--- config.mk ---
export PLATFORM = sky130hd
export DESIGN_NAME = fanout_fork_buffer
export DESIGN_NICKNAME = d
export VERILOG_FILES = /design/src/rtl/fanout_fork_buffer.sv
export SDC_FILE = /design/constraint.sdc
export NUM_CORES = 1
export LEC_CHECK = 0
export BUFFER_PORTS_ARGS = -buffer_cell sky130_fd_sc_hd__buf_2
export CORE_AREA = 2 2 69 71
export DETAILED_ROUTE_END_ITERATION = 8
export DIE_AREA = 0 0 71 73
export PLACE_DENSITY = 0.76
export RECOVER_POWER = 50
export SLEW_MARGIN = 0
export SYNTH_ARGS = -nofsm -noshare
export SYNTH_HDL_FRONTEND = slang
export SYNTH_SLANG_ARGS = --single-unit
--- constraint.sdc ---
create_clock -name clk -period 7.62 [get_ports clk]
set_input_delay 0.762 -clock clk [delete_from_list [all_inputs] [get_ports clk]]
set_output_delay 0.762 -clock clk [all_outputs]
set_load 0.02 [all_outputs]
--- src/rtl/fanout_fork_buffer.sv ---
// Eager-fork fanout buffer: one in-order FIFO feeding NUM_OUT branches, each accepting the head token once.
// Optional macro FANOUT_FORK_SKID_EN selects depth 2 with registered in_ready; default is depth 1.
module fanout_fork_buffer #(
    parameter int DATA_WIDTH = 17,
    parameter int NUM_OUT    = 3,
    parameter int SEL_BIT    = 20
) (
    input  logic                          clk,
    input  logic                          rst_n,
    input  logic                          clk_en,
    input  logic [DATA_WIDTH-1:0]         in_data,
    input  logic                          in_valid,
    output logic                          in_ready,
    input  logic [NUM_OUT-1:0]            cfg_en,
    input  logic [NUM_OUT*32-1:0]         cfg_word,
    output logic [NUM_OUT*DATA_WIDTH-1:0] out_data,
    output logic [NUM_OUT-1:0]            out_valid,
    input  logic [NUM_OUT-1:0]            out_ready
);

`ifdef FANOUT_FORK_SKID_EN
    localparam int DEPTH = 2;
`else
    localparam int DEPTH = 1;
`endif

    logic [DATA_WIDTH-1:0] r_mem [0:1];
    logic                  r_wptr;
    logic                  r_rptr;
    logic [1:0]            r_count;
    logic [NUM_OUT-1:0]    r_done;

    logic [NUM_OUT-1:0]    w_active;
    logic [NUM_OUT-1:0]    w_accept;
    logic                  w_nonempty;
    logic                  w_pop;
    logic                  w_push;
    logic                  w_unused_cfg;

    // Only the selector bit of each config word matters; the rest is reduced into a sink.
    assign w_unused_cfg = ^cfg_word;

    // NOTE: every signal driven in always_comb gets a default first, so no path can infer a latch.
    always_comb begin
        w_active = '0;
        for (int i = 0; i < NUM_OUT; i++) begin
            w_active[i] = cfg_en[i] & cfg_word[32*i + SEL_BIT];
        end
    end

    assign w_nonempty = (r_count != 2'd0);
    assign out_valid  = {NUM_OUT{w_nonempty}} & w_active & ~r_done;
    assign w_accept   = out_valid & out_ready;

    // Pop once every active branch has taken the head, now or in an earlier cycle.
    assign w_pop  = clk_en & w_nonempty & (&(~w_active | r_done | w_accept));

`ifdef FANOUT_FORK_SKID_EN
    assign in_ready = (r_count < 2'(DEPTH));
`else
    assign in_ready = (r_count < 2'(DEPTH)) | w_pop;
`endif

    assign w_push = in_valid & in_ready & clk_en;

    function automatic logic ptr_next(input logic p);
        return (DEPTH == 1) ? 1'b0 : ~p;
    endfunction

    // NOTE: sequential state uses non-blocking assignments so every register samples pre-edge values.
    always_ff @(posedge clk or negedge rst_n) begin
        if (!rst_n) begin
            r_wptr  <= 1'b0;
            r_rptr  <= 1'b0;
            r_count <= 2'd0;
            r_done  <= '0;
        end else if (clk_en) begin
            if (w_push) r_wptr <= ptr_next(r_wptr);
            if (w_pop)  r_rptr <= ptr_next(r_rptr);
            case ({w_push, w_pop})
                2'b10:   r_count <= r_count + 2'd1;
                2'b01:   r_count <= r_count - 2'd1;
                default: r_count <= r_count;
            endcase
            if (w_pop) r_done <= '0;
            else       r_done <= r_done | w_accept;
        end
    end

    // NOTE: payload storage has no reset; the count and pointers alone decide what is valid.
    always_ff @(posedge clk) begin
        if (w_push) r_mem[r_wptr] <= in_data;
    end

    always_comb begin
        out_data = '0;
        for (int i = 0; i < NUM_OUT; i++) begin
            out_data[i*DATA_WIDTH +: DATA_WIDTH] = r_mem[r_rptr];
        end
    end

endmodule

### After elaboration in Yosys (flattened, before gate mapping)

Memory sizes are Yosys's and may differ from the RTL's.
Cells that the tools add are included.

* $add $sub $neg: 2
* $mul: 0
* div/mod/pow operators: 0
* magnitude comparators: 1
* equal/unequal tests: 2
* shift-type cells: 0
* mux-type cells: 4
* bitwise operators: 16
* reduce and logical (&&, ||, !) cells: 4

Operators with widths (count)
* 3-bit bitwise AND: 3
* 3-bit OR: 3
* 1-bit bitwise AND: 7
* 3-bit NOT: 2
* 2-bit case mux with 2 select lines: 1
* 2-bit nonzero test: 2
* 3-bit two-way mux: 1
* 3-bit AND reduction: 1
* 2-bit by 1-bit adder with 2-bit output, second input constant: 1
* 2-bit by 1-bit == test with 1-bit output, second input constant: 1
* 2-bit == test, second input constant: 1
* 2-bit by 1-bit < comparator with 1-bit output, second input constant: 1
* 1-bit two-way mux: 2
* 2-bit AND reduction: 1
* 2-bit by 1-bit subtractor with 2-bit output, second input constant: 1
* 1-bit OR: 1

* flip-flop bits (word level): 5
* latch bits: 0
* bits in writable memories: 34
* bits in read-only memories: 0
* logic and storage cells: 32
* memories kept: 1

Memories
* r_mem: depth 2, width 17, rd ports 1, clocked after Yosys merged registers in 0, write ports 1, line 27 `logic [DATA_WIDTH-1:0] r_mem [0:1];`

### Depth between registers and ports, before layout

Gate-level depths: netlist of run 1.

* depth in word-level cells: 13
* gate-level depth with buffers: 9
* depth with buffers taken out: 9

### Least setup slack after synthesis of run 1

OpenSTA, ideal clock, no wires.

* path type: input -> register
* from: in clk_en
* to: mem r_mem[0][0], enable pin
* data arrival time: 2.465 ns
* required time: 7.202 ns
* setup slack: 4.737 ns
* cell stages on the path: 3
* cells stage by stage: nor2b_2 > o31ai_1 > a211oi_1

* cells in the longest elaborated chain, start to end: 7

Ends and longest elaborated chain
* start: declaration: line 10 `input logic clk_en,`
* 1-bit bitwise AND (2 in a row): line 56 `assign w_pop = clk_en & w_nonempty & (&(~w_active | r_done | w_accept));`
* 1-bit OR: line 61 `assign in_ready = (r_count < 2'(DEPTH)) | w_pop;`
* 1-bit bitwise AND: line 64 `assign w_push = in_valid & in_ready & clk_en;`
* 1-bit bitwise AND *: line 64
* via w_push: line 37 `logic w_push;`
* 1-bit two-way mux *: line 92 `if (w_push) r_mem[r_wptr] <= in_data;`
* 1-bit two-way mux (not written as such) *: line 92
* end: declaration: line 27

Mark *: on every way through the listed nets, which the timed path passes. The rest lies on a longest branch.

### Final worst setup path of run 1

* from: reg r_count[0]
* to: out in_ready

* cells in the longest elaborated chain, start to end: 8

Ends and longest elaborated chain
* start: declaration: line 30 `logic [1:0] r_count;`
* start signal: assignment: line 81 `2'b10: r_count <= r_count + 2'd1;`
* start signal: assignment: line 82 `2'b01: r_count <= r_count - 2'd1;`
* start signal: assignment: line 83 `default: r_count <= r_count;`
* 2-bit nonzero test: line 51 `assign w_nonempty = (r_count != 2'd0);`
* 3-bit bitwise AND (2 in a row): line 52 `assign out_valid = {NUM_OUT{w_nonempty}} & w_active & ~r_done;`
* 3-bit bitwise AND: line 53 `assign w_accept = out_valid & out_ready;`
* 3-bit OR: line 56
* 3-bit AND reduction: line 56
* 1-bit bitwise AND: line 56
* 1-bit OR *: line 61
* end: declaration: line 13 `output logic in_ready,`

Mark *: on every way between the ends. The rest lies on a longest branch, timed or not.

==> summary.txt, run 1 <==
Outcome
  • Status: finished clean

STA
  • Final Max Slew Viols: 0
  • FMAX: 0.3958 GHz
  • Final Cycle Share: 0.3315
  • Max_slew headroom: 0.6548
  • Skew final: 4.642 ps
  • Tmin final: 2526 ps
  • Sum Neg Setup Slack: 0 ps
  • Worst-margin pin slew: 516.2 ps
  • Endpoints failing setup: 0
  • RSZ-0062 raised after global routing: no
  • Final Hold Vio Count: 0

CTS
  • CTS tree: built
  • CTS resizes: 0
  • # Post-CTS Setup Buffers: 0
  • CTS sink count: 22
  • CTS Buf Count: 3
  • Clock root cell: clkbuf_8
  • # hold bufs at CTS: 0
  • Clk slew on worst S/H paths: 80 ps
  • H-tree lvl count: 1
  • Longest Clk Path Bufs: 2
  • Clock latency on the worst-skew pair: 260 ps

Worst setup path
  • CP max FO: 8
  • Setup crit start kind: flip-flop
  • Buf/Inv on CP: 2
  • R2R setup slack: 5450 ps
  • Critical path's largest stage delay: 370 ps
  • Slowest stage cell on the critical path: dfrtp_1
  • CP cell instances: inv_1 -> ha_1 -> nand4bb_1 -> o32ai_1 -> a21oi_1 -> buf_2
  • CP arrival: 1760 ps
  • WS Path Type: reg -> out
  • Worst-case reg-to-reg path depth: 9
  • CP Data Required Time: 6860 ps
  • Top delay family on crit path: flip-flops
  • Crit end category: primary output
  • R2R Path Start: r_count[0]$_DFFE_PN0P_
  • R2R Path End: r_count[1]$_DFFE_PN0P_

Pwr
  • Clock network power share: 0.282
  • Leakage: 0.6217 nW
  • Total power: 0.3886 mW
  • Switch share: 0.3253
  • Combinational share of power: 0.310
  • Internal Power: 0.2622 mW
  • Power Dens Cells: 275.1 nW/um2
  • Net Switching: 0.1264 mW
  • VDD IR-drop max: 0.09880 mV
  • Seq pwr share: 0.408

Synthesis
  • Post-Synthesis Cells: 91
  • Syn Area/Cell: 12.39 um2
  • Ys Warns: 0
  • Simple-gate area share of the yosys netlist: 0.06770
  • #FFs+latches synth: 22
  • Synth Area in Adders: 0.02220
  • Yosys cell types: 24
  • Mapped Area: 1127 um2
  • Post-synthesis sequential area ratio: 0.5638
  • Post-Synth XOR/XNOR Area: 0.01554
  • Post-synthesis compound-gate area fraction: 0.09101
  • Main combinational cell family by area after synthesis: buffers and inverters
  • Net Count, Synth: 216
  • Mux contribution to synthesized area: 0

Run
  • Max-capacitance violation count: 0

Routing
  • Routed Antenna Nets: 0
  • DR vias: 855
  • Detailed Routing Iterations Pass 1: 2
  • Avg WL per Cell: 13.16 um
  • 1st-iter DRT viols: 14
  • Routed wire length: 2.631 mm
  • DRC Markers: 0
  • Via density: 4.275

GRT
  • Vias in the first global route: 710
  • Tot GR Track Use: 0.09524
  • Initial antenna violation count: 0
  • Largest net degree at the start of global routing: 14
  • Gr ovfl total: 0
  • Global-route wire length before repair: 3.601 mm

Finish
  • Ratio of cells with drive above 1 in the final layout: 0.4521
  • Layout area overhead: 25.30%
  • Fin util: 0.3114
  • Non-Filler Instances: 200
  • Most common cell after layout, fill and taps aside: buf_2
  • # diodes: 0
  • Most frequent cells in the layout: buf_2 (59), clkbuf_1 (25), edfxtp_1 (17)
  • Nets: 272

Placement
  • Placed insts: 196
  • Placer Congestion: 0.6632
  • HPWL Detailed: 2.181 mm
  • Port bufs: 84

Die
  • Die W: 71 um
  • Core area: 4536 um2
  • Die Y-Extent: 73 um
  • Ports: 178
  • DIE AREA: 5183 um2
  • Initial cell density of the core: 0.2486
  • Cell Rows: 25

Worst hold path
  • Min-delay worst type: in -> async
[registers in the layout (all words and copies together) (netlist names)]
| name | count |
|---|---|
| r_count | 2 |
| r_mem | 17 |
| r_done | 3 |
[worst reg2reg max path, cell delays in order (launching register included)]
cell	delay [ps]
dfrtp_1	400
inv_1	60
ha_1	300
nand4bb_1	200
o32ai_1	150
a211o_1	300
ha_1	290
nand2b_1	190
nor2_1	130
a21oi_1	50
[metal layers]
layer	GRT usage	wire [um]	vias to the layer above
met5	0	0	-
met4	0.03145	16	0
met3	0.03867	327	2
met2	0.1340	1102	63
met1	0.1328	1185	392
li1	-	-	398
[synthesized netlist by cell type]
library cell  number  area [um2]
a211o_1            1       8.760
a211oi_1           1       7.510
a21oi_1            5       25.02
a41oi_1            3       26.28
and2_1             1       6.260
buf_4             34       255.2
dfrtp_1            5       125.1
edfxtp_1          17       510.5
ha_1               2       25.02
inv_1              4       15.01
nand2_1            3       11.26
nand2b_1           1       6.260
nand3b_1           1       7.510
nand4bb_1          1       11.26
nor2_1             2       7.510
nor2b_1            2       12.51
nor2b_2            1       8.760
nor3_1             1       5.000
o31a_1             1       8.760
o31ai_1            1       7.510
o32a_1             1       10.01
o32ai_1            1       8.760
xnor2_1            1       8.760
xor2_1             1       8.760
[layout make-up]
class	count	area [um2]
Timing Repair Buffer	85	396.6
Inverter	4	15.01
Clock inverter	1	30.03
Sequential cell	22	635.6
Clock buffer	3	41.29
Tap cell	54	67.56
Fill cell	455	3123
Multi-Input combinational cell	31	226.5
[logic make-up after synthesis]
kind of cell	after synthesis
xor+xnor	2
flops	22
buf+inv	38
fa+ha+maj	2
compound gates	14
simple gates	13
[power groups by stage]
| stage | Clock (mW) | Combinational, mW | Sequential [mW] |
|---|---|---|---|
| after detailed placement | 0 | 0.124 | 0.161 |
| final | 0.110 | 0.121 | 0.159 |
| after global routing | 0.120 | 0.133 | 0.161 |
| after floorplan | 0 | 0.0900 | 0.168 |
| after global placement | 0 | 0.123 | 0.161 |
| after CTS | 0.115 | 0.125 | 0.159 |
[worst max path at each step]
stage / start / endpoint / slack (ps) / cells after the start
after floorplan: clk_en / r_mem[0][0]$_DFFE_PP_ / 4740 / 3
after global placement: cfg_word[52] / in_ready / 5170 / 5
after detailed placement: cfg_word[52] / in_ready / 5170 / 5
after CTS: r_count[0]$_DFFE_PN0P_ / in_ready / 5070 / 6
after global routing: r_count[0]$_DFFE_PN0P_ / in_ready / 4910 / 6
final: r_count[0]$_DFFE_PN0P_ / in_ready / 5090 / 6
[stage by stage]
step / area [um2] / setup WS (ps) / hold slack (ps)
after floorplan: 1127 / 4737 / 446.5
final: 1413 / 5094 / 338.4
after global routing: 1413 / 4907 / 340.5
after detailed placement: 1373 / 5173 / 474.8
after global placement: 1373 / 5168 / 465.3
after CTS: 1444 / 5070 / 286.8
Power figures use the tool's default switching activity.
==> run 2, diff against run 1 <==
--- a/config.mk
+++ b/config.mk
@@ -5,6 +5,7 @@
 export SDC_FILE = /design/constraint.sdc
 export NUM_CORES = 1
 export LEC_CHECK = 0
+export ABC_AREA = 1
 export BUFFER_PORTS_ARGS = -buffer_cell sky130_fd_sc_hd__buf_2
 export CORE_AREA = 2 2 69 71
 export DETAILED_ROUTE_END_ITERATION = 8
==> constraint.sdc (replaced) <==
create_clock -name clk -period 2.6 [get_ports clk]
set_input_delay 0.26 -clock clk [delete_from_list [all_inputs] [get_ports clk]]
set_output_delay 0.26 -clock clk [all_outputs]
set_load 0.02 [all_outputs]
==> run 2 against run 1 <==
Net effect: non-clock buffer count rose by 1; final cell count rose by 7.5%; synthesized cell count rose by 15%; sequential share of layout area fell by 0.12 points; synthesized area fell by 0.11%; clock skew fell by 3.3 ps; largest power group unchanged; worst setup slack got worse by 4600 ps; sequential power rose to 3.0 times the previous value; global-route usage fell by 0.97 points; clock-buffer cell count did not move; via count fell by 5.6%.
==> summary.txt, run 2 <==
Finish
  • Top flop regs: r_mem: 17 flops, r_done: 3 flops, r_count: 2 flops (unchanged)
  • # fillers: 493 (was 455)
  • Nets: 287 (was 272)
  • Largest register FFs: 17 (unchanged)
  • Multi-input gate area: 186.4 um2 (was 226.5 um2)
  • Fin util: 0.3123 (was 0.3114)
  • Reg area: 635.6 um2 (unchanged)
  • Most frequent cells in the layout: buf_2 (56), clkbuf_1 (28), edfxtp_1 (17) (was buf_2 (59), clkbuf_1 (25), edfxtp_1 (17))
  • # diodes: 0 (unchanged)
  • Biggest register: r_mem (unchanged)
  • Ratio of cells with drive above 1 in the final layout: 0.4099 (was 0.4521)
  • Layout area overhead: 25.78% (was 25.30%)
  • Non-Filler Instances: 215 (was 200)
  • Most common cell after layout, fill and taps aside: buf_2 (unchanged)

CTS
  • # Post-CTS Setup Buffers: 0 (unchanged)
  • CTS Buf Count: 3 (unchanged)
  • CTS sink count: 22 (unchanged)
  • H-tree lvl count: 1 (unchanged)
  • Longest Clk Path Bufs: 2 (unchanged)
  • Clock root cell: clkbuf_8 (unchanged)
  • Clk slew on worst S/H paths: 80 ps (about the same)
  • Clock latency on the worst-skew pair: 260 ps (about the same)
  • CTS tree: built (unchanged)

Worst hold path
  • Cell depth of the worst min-delay path: 1
  • Min-delay worst type: in -> reg (was in -> async)

Routing
  • Detailed Routing Iterations Pass 1: 4 (was 2)
  • DRC Markers: 0 (unchanged)
  • Routed wire length: 2.363 mm (was 2.631 mm)
  • 1st-iter DRT viols: 22 (was 14)
  • DR vias: 807 (was 855)
  • Via density: 3.753 (was 4.275)
  • Routed Antenna Nets: 0 (unchanged)
  • Avg WL per Cell: 10.99 um (was 13.16 um)

Worst setup path
  • Top delay family on crit path: simple AND/OR/NAND/NOR gates (was flip-flops)
  • Worst-case reg-to-reg path depth: 11 (was 9)
  • WS Path Type: reg -> reg (was reg -> out)
  • CP cell instances: inv_1 -> ha_1 -> nor2_2 -> nand2_1 -> nand2_1 -> nand3_2 -> nand2_1 -> nand2_1 -> ha_1 -> or2_2 -> xor2_1 (was inv_1 -> ha_1 -> nand4bb_1 -> o32ai_1 -> a21oi_1 -> buf_2)
  • CP arrival: 2260 ps (was 1760 ps)
  • Worst path most repeated cell: nand2_1
  • Setup crit start kind: flip-flop (unchanged)
  • CP Depth: 11 (was 6)
  • Critical path's largest stage delay: 330 ps (was 370 ps)
  • Crit end category: flip-flop (was primary output)
  • Slowest stage cell on the critical path: dfrtp_1 (unchanged)
  • Buf/Inv on CP: 1 (was 2)
  • CP Data Required Time: 2750 ps (was 6860 ps)
  • CP max FO: 7 (was 8)

STA
  • FMAX: 0.4738 GHz
  • Tmin final: 2111 ps
  • Endpoints failing setup: 0 (unchanged)
  • Sum Neg Setup Slack: 0 ps (unchanged)
  • Max_slew headroom: 0.8061 (was 0.6548)
  • Final Hold Vio Count: 0 (unchanged)
  • RSZ-0062 raised after global routing: no (unchanged)
  • Hold slack: 171.4 ps (was 338.4 ps)
  • Skew final: 1.323 ps (was 4.642 ps)
  • Worst-margin pin slew: 290.8 ps (was 516.2 ps)
  • Final Max Slew Viols: 0 (unchanged)
  • Final Cycle Share: 0.8118

Pwr
  • Seq pwr share: 0.390 (was 0.408)
  • Net Switching: 0.4370 mW (was 0.1264 mW)
  • Clock network power share: 0.255 (was 0.282)
  • Power Dens Cells: 873.3 nW/um2 (was 275.1 nW/um2)
  • Internal Power: 0.7998 mW (was 0.2622 mW)
  • Total power: 1.237 mW (was 0.3886 mW)
  • VDD IR-drop max: 0.4210 mV (was 0.09880 mV)
  • Leakage: 0.6878 nW (was 0.6217 nW)
  • Switch share: 0.3533 (was 0.3253)
  • Combinational share of power: 0.355 (was 0.310)

Synthesis
  • Post-synth EDFFs: 17 (unchanged)
  • Net Count, Synth: 230 (was 216)
  • Largest area contributor in the netlist: edfxtp_1 (unchanged)
  • Synth Area in Adders: 0.02222 (was 0.02220)
  • Primary FF master, synth: edfxtp_1 (unchanged)
  • Synth top area share: 0.4533 (was 0.4528)
  • #FFs+latches synth: 22 (unchanged)
  • Syn Area/Cell: 10.72 um2 (was 12.39 um2)
  • Most numerous cell in the Yosys netlist: buf_4 (unchanged)
  • Post-Synth XOR/XNOR Area: 0.01556 (was 0.01554)
  • Post-synthesis compound-gate area fraction: 0.02222 (was 0.09101)
  • Simple-gate area share of the yosys netlist: 0.1022 (was 0.06770)
  • Yosys cell types: 18 (was 24)
  • Post-synthesis sequential area ratio: 0.5644 (was 0.5638)
  • Main combinational cell family by area after synthesis: buffers and inverters (unchanged)
  • Synth top cells by count: buf_4 (34), edfxtp_1 (17), nand2_1 (15) (was buf_4 (34), edfxtp_1 (17), a21oi_1 (5), dfrtp_1 (5), inv_1 (4))
  • Ys Warns: 0 (unchanged)
  • Mapped Area: 1126 um2 (was 1127 um2)
  • Post-Synthesis Cells: 105 (was 91)
  • Mux contribution to synthesized area: 0 (unchanged)
  • Synth area leaders: edfxtp_1 (45%), buf_4 (23%), dfrtp_1 (11%) (unchanged)
  • Asr flop ratio synth: 0.2273 (unchanged)

Die
  • Die W: 71 um (unchanged)
  • Core area: 4536 um2 (unchanged)
  • DIE AREA: 5183 um2 (unchanged)
  • Ports: 178 (unchanged)
  • Initial cell density of the core: 0.2483 (was 0.2486)
  • Die Y-Extent: 73 um (unchanged)
  • Cell Rows: 25 (unchanged)

Outcome
  • Status: finished clean (unchanged)

GRT
  • Global-route wire length before repair: 3.277 mm (was 3.601 mm)
  • Gr ovfl total: 0 (unchanged)
  • Vias in the first global route: 702 (was 710)
  • Largest net degree at the start of global routing: 18 (was 14)
  • Tot GR Track Use: 0.08550 (was 0.09524)
  • Initial antenna violation count: 0 (unchanged)

Run
  • Max-capacitance violation count: 0 (unchanged)

Placement
  • Placed insts: 210 (was 196)
  • Port bufs: 84 (unchanged)
  • HPWL Detailed: 1.979 mm (was 2.181 mm)
  • Placer Congestion: 0.7412 (was 0.6632)
## run 2: changes by cell type after synthesis, sizes merged, moves of 2 or more
cell   before  now
a41oi       3    0
o21ai       0    4
inv         4   14
a21oi       5    1
nor2b       3    0
nor2        2    4
nand3       0    4
nand2       3   15
## run 2: worst paths after layout
kind / from / to / slack, ps
worst min-delay path: in_data[15] / r_mem[0][15]$_DFFE_PP_ / 170
min in group asynchronous: rst_n / r_done[1]$_DFFE_PN0P_ / 380
worst max register to register: r_count[0]$_DFFE_PN0P_ / r_count[0]$_DFFE_PN0P_ / 490
worst min register to register: r_count[1]$_DFFE_PN0P_ / r_count[1]$_DFFE_PN0P_ / 500
max in group asynchronous: rst_n / r_done[0]$_DFFE_PN0P_ / 2000
worst max-delay path: r_count[0]$_DFFE_PN0P_ / r_count[0]$_DFFE_PN0P_ / 490
## run 2: kinds of logic (layout without fill, tap and decap cells)
kind of cell,Yosys count,after routing
AND/OR/NAND/NOR,26,26
buffers and inverters,48,104
AO/OA/AOI/OAI,5,5
flip-flops,22,22
adder cells (fa/ha/maj),2,2
XOR/XNOR,2,2
## run 2: routing by layer
metal	global-route usage	part of all wire
met5	0	0
met1	0.1031	0.41
met4	0.01258	0.0025
met3	0.06906	0.20
met2	0.1215	0.39
## run 2: final cells by class
class / count / share of cell area
multi-input combinational: 35 / 0.1316
inverter: 14 / 0.03710
clock buffer: 3 / 0.02915
sequential: 22 / 0.4488
clock inverter: 1 / 0.02120
timing repair buffer: 86 / 0.2845
tap: 54 / 0.04770
## run 2: power by group through the flow
stage	clock network [mW]	registers, mW	logic (mW)
3_3_place_gp	0	0.487	0.451
2_1_floorplan	0	0.521	0.335
4_1_cts	0.331	0.483	0.457
3_5_place_dp	0	0.490	0.455
5_1_grt	0.339	0.493	0.487
6_report	0.315	0.482	0.439
## run 2: timing repair
item | 4_1_cts | 5_1_grt
setup endpoints to repair | 0 | 0
hold buffers | 1 | 0
endpoints found under the hold margin | 5 | 0
gates resized for setup | 0 | 0
## run 2: metrics by stage
stage,worst slack (ps),cell area (um2)
final,489.4,1416
after global routing,268.1,1416
after CTS,456.1,1451
after detailed placement,468.0,1370
after global placement,463.7,1370
after floorplan,339.7,1126
==> run 3, diff against run 2 <==
==> constraint.sdc (replaced) <==
create_clock -name clk -period 2.1 [get_ports clk]
set_input_delay 0.21 -clock clk [delete_from_list [all_inputs] [get_ports clk]]
set_output_delay 0.21 -clock clk [all_outputs]
set_load 0.02 [all_outputs]
==> run 3 against run 2 <==
Net effect: design area up 1.4%; final cell count rose by 0.47%; clock-buffer cell count grew 1; sequential share of layout area decreased by 0.63 points; power up 22%; combinational power increased by 39%; core utilization up 0.44 points; worst setup slack lost 290 ps; maximum frequency grew 11%; via count rose by 5.8%; non-clock buffer count up 1; largest cell class unchanged.
==> summary.txt, run 3 (synthesis results as in run 2) <==
Worst setup path
  • CP arrival: 2050 ps (was 2260 ps)
  • Critical path's largest stage delay: 360 ps (was 330 ps)
  • CP cell instances: inv_1 -> ha_4 -> nor2_2 -> nand2_1 -> nand2_1 -> nand3_2 -> nand2_1 -> nand2_1 -> ha_1 -> or2_4 -> xor2_1 (was inv_1 -> ha_1 -> nor2_2 -> nand2_1 -> nand2_1 -> nand3_2 -> nand2_1 -> nand2_1 -> ha_1 -> or2_2 -> xor2_1)
  • Worst path most repeated cell: nand2_1 (unchanged)
  • CP Data Required Time: 2250 ps (was 2750 ps)
  • Crit end category: flip-flop (unchanged)
  • Slowest stage cell on the critical path: dfrtp_1 (unchanged)
  • Setup crit start kind: flip-flop (unchanged)
  • Buf/Inv on CP: 1 (unchanged)
  • CP max FO: 7 (unchanged)
  • Top delay family on crit path: simple AND/OR/NAND/NOR gates (unchanged)
  • WS Path Type: reg -> reg (unchanged)

Outcome
  • Status: finished clean (unchanged)

Finish
  • # fillers: 481 (was 493)
  • Ratio of cells with drive above 1 in the final layout: 0.4259 (was 0.4099)
  • # diodes: 0 (unchanged)
  • Biggest register: r_mem (unchanged)
  • Layout area overhead: 27.56% (was 25.78%)
  • Final instance area: 1436 um2 (was 1416 um2)
  • Most common cell after layout, fill and taps aside: buf_2 (unchanged)
  • Most frequent cells in the layout: buf_2 (57), clkbuf_1 (27), edfxtp_1 (17) (was buf_2 (56), clkbuf_1 (28), edfxtp_1 (17))
  • Top flop regs: r_mem: 17 flops, r_done: 3 flops, r_count: 2 flops (unchanged)
  • Largest register FFs: 17 (unchanged)
  • Fin util: 0.3167 (was 0.3123)
  • Nets: 288 (was 287)

Die
  • Die W: 71 um (unchanged)
  • Initial cell density of the core: 0.2483 (unchanged)
  • Cell Rows: 25 (unchanged)
  • Ports: 178 (unchanged)
  • DIE AREA: 5183 um2 (unchanged)
  • Core area: 4536 um2 (unchanged)
  • Die Y-Extent: 73 um (unchanged)

Placement
  • Placer Congestion: 0.7625 (was 0.7412)
  • Port bufs: 84 (unchanged)
  • HPWL Detailed: 2.281 mm (was 1.979 mm)
  • Dpl cell area: 1390 um2 (was 1370 um2)

STA
  • Endpoints failing setup: 0 (unchanged)
  • Final Hold Vio Count: 0 (unchanged)
  • Tmin final: 1899 ps (was 2111 ps)
  • RSZ-0062 raised after global routing: no (unchanged)
  • Final Max Slew Viols: 0 (unchanged)
  • FMAX: 0.5266 GHz (was 0.4738 GHz)
  • Max_slew headroom: 0.7809 (was 0.8061)
  • Skew final: 4.539 ps (was 1.323 ps)
  • Final Cycle Share: 0.9043 (was 0.8118)
  • Sum Neg Setup Slack: 0 ps (unchanged)
  • Worst-margin pin slew: 330.0 ps (was 290.8 ps)

CTS
  • CTS Buf Count: 3 (unchanged)
  • H-tree lvl count: 1 (unchanged)
  • CTS tree: built (unchanged)
  • # Post-CTS Setup Buffers: 0 (unchanged)
  • Clock latency on the worst-skew pair: 260 ps (about the same)
  • Longest Clk Path Bufs: 2 (unchanged)
  • Clock root cell: clkbuf_8 (unchanged)
  • Clk slew on worst S/H paths: 80 ps (about the same)
  • CTS sink count: 22 (unchanged)

Routing
  • DRC Markers: 0 (unchanged)
  • Routed wire length: 2.713 mm (was 2.363 mm)
  • DR vias: 854 (was 807)
  • Routed Antenna Nets: 0 (unchanged)
  • Detailed Routing Iterations Pass 1: 4 (unchanged)
  • Avg WL per Cell: 12.56 um (was 10.99 um)
  • Via density: 3.954 (was 3.753)
  • 1st-iter DRT viols: 25 (was 22)

Pwr
  • Seq pwr share: 0.398 (was 0.390)
  • Total power: 1.511 mW (was 1.237 mW)
  • VDD IR-drop max: 0.5316 mV (was 0.4210 mV)
  • Net Switching: 0.5641 mW (was 0.4370 mW)
  • Internal Power: 0.9470 mW (was 0.7998 mW)
  • Clock network power share: 0.199 (was 0.255)
  • Leakage: 0.6924 nW (was 0.6878 nW)
  • Switch share: 0.3733 (was 0.3533)
  • Power Dens Cells: 1052 nW/um2 (was 873.3 nW/um2)
  • Combinational share of power: 0.403 (was 0.355)

Worst hold path
  • Min-delay worst type: in -> reg (unchanged)

Run
  • Max-capacitance violation count: 0 (unchanged)

GRT
  • Vias in the first global route: 771 (was 702)
  • Tot GR Track Use: 0.09977 (was 0.08550)
  • Initial antenna violation count: 1 (was 0)
  • Gr ovfl total: 0 (unchanged)
  • Largest net degree at the start of global routing: 18 (unchanged)
  • Global-route wire length before repair: 3.788 mm (was 3.277 mm)
[run 3: what timing repair did]
action	4_1_cts	5_1_grt
hold buffers	1	0
pin swaps	0	1
gates resized for setup	1	3
gates cloned	0	0
hold endpoints to repair	5	0
endpoints found under the setup margin	1	2
[run 3: power groups by stage]
stage	clock, mW	sequential (mW)	combinational, mW
finish	0.301	0.602	0.609
global route	0.334	0.613	0.670
CTS	0.322	0.603	0.596
detailed placement	0	0.611	0.594
global placement	0	0.608	0.576
floorplan	0	0.644	0.419
[run 3: worst register-to-register path: cells and delay by family, from the launching register on]
family,cells,cell delay [ps]
and+or+nand+nor,7,740
buffers and inverters,1,70
adders and majority gates,2,460
DFF,1,360
xor gates and xnor gates,1,140
[run 3: cell type report]
cell class,count,area (um2),area share
inverters,14,52.55,0.03659
well taps,54,67.56,0.04704
clock buffers,4,55.05,0.03833
flip-flops and latches,22,635.6,0.4425
multi-input cells,35,201.4,0.1402
repair buffers,87,424.2,0.2953
[run 3: per-layer routing]
| metal | vias to the layer above | routed length (um) | share of wire | global-route usage |
|---|---|---|---|---|
| li1 | 415 | - | - | - |
| met5 | - | 0 | 0 | 0 |
| met2 | 62 | 1121 | 0.41 | 0.1454 |
| met3 | 2 | 407 | 0.15 | 0.05663 |
| met4 | 0 | 10 | 0.0037 | 0.03145 |
| met1 | 375 | 1174 | 0.43 | 0.1253 |
[run 3: worst paths after layout]
| check | endpoint | from | cells past startpoint | slack [ps] |
|---|---|---|---|---|
| worst max-delay path | r_count[0]$_DFFE_PN0P_ | r_count[1]$_DFFE_PN0P_ | 11 | 200 |
| worst min-delay path | r_mem[0][2]$_DFFE_PP_ | in_data[2] | 1 | 120 |
| worst max register to register | r_count[0]$_DFFE_PN0P_ | r_count[1]$_DFFE_PN0P_ | 11 | 200 |
| worst min register to register | r_count[1]$_DFFE_PN0P_ | r_count[1]$_DFFE_PN0P_ | 2 | 510 |
| max in group asynchronous | r_done[0]$_DFFE_PN0P_ | rst_n | 2 | 1530 |
| min in group asynchronous | r_done[2]$_DFFE_PN0P_ | rst_n | 2 | 340 |
[run 3: per-stage QoR]
stage / setup WS, ps / instances / hold slack (ps)
floorplan: -6.477 / 105 / -85.59
global placement: 27.05 / 211 / 38.29
detailed placement: 2.921 / 211 / 34.86
CTS: 11.86 / 216 / 107.8
global route: 0.3719 / 216 / 105.2
finish: 200.9 / 216 / 120.5
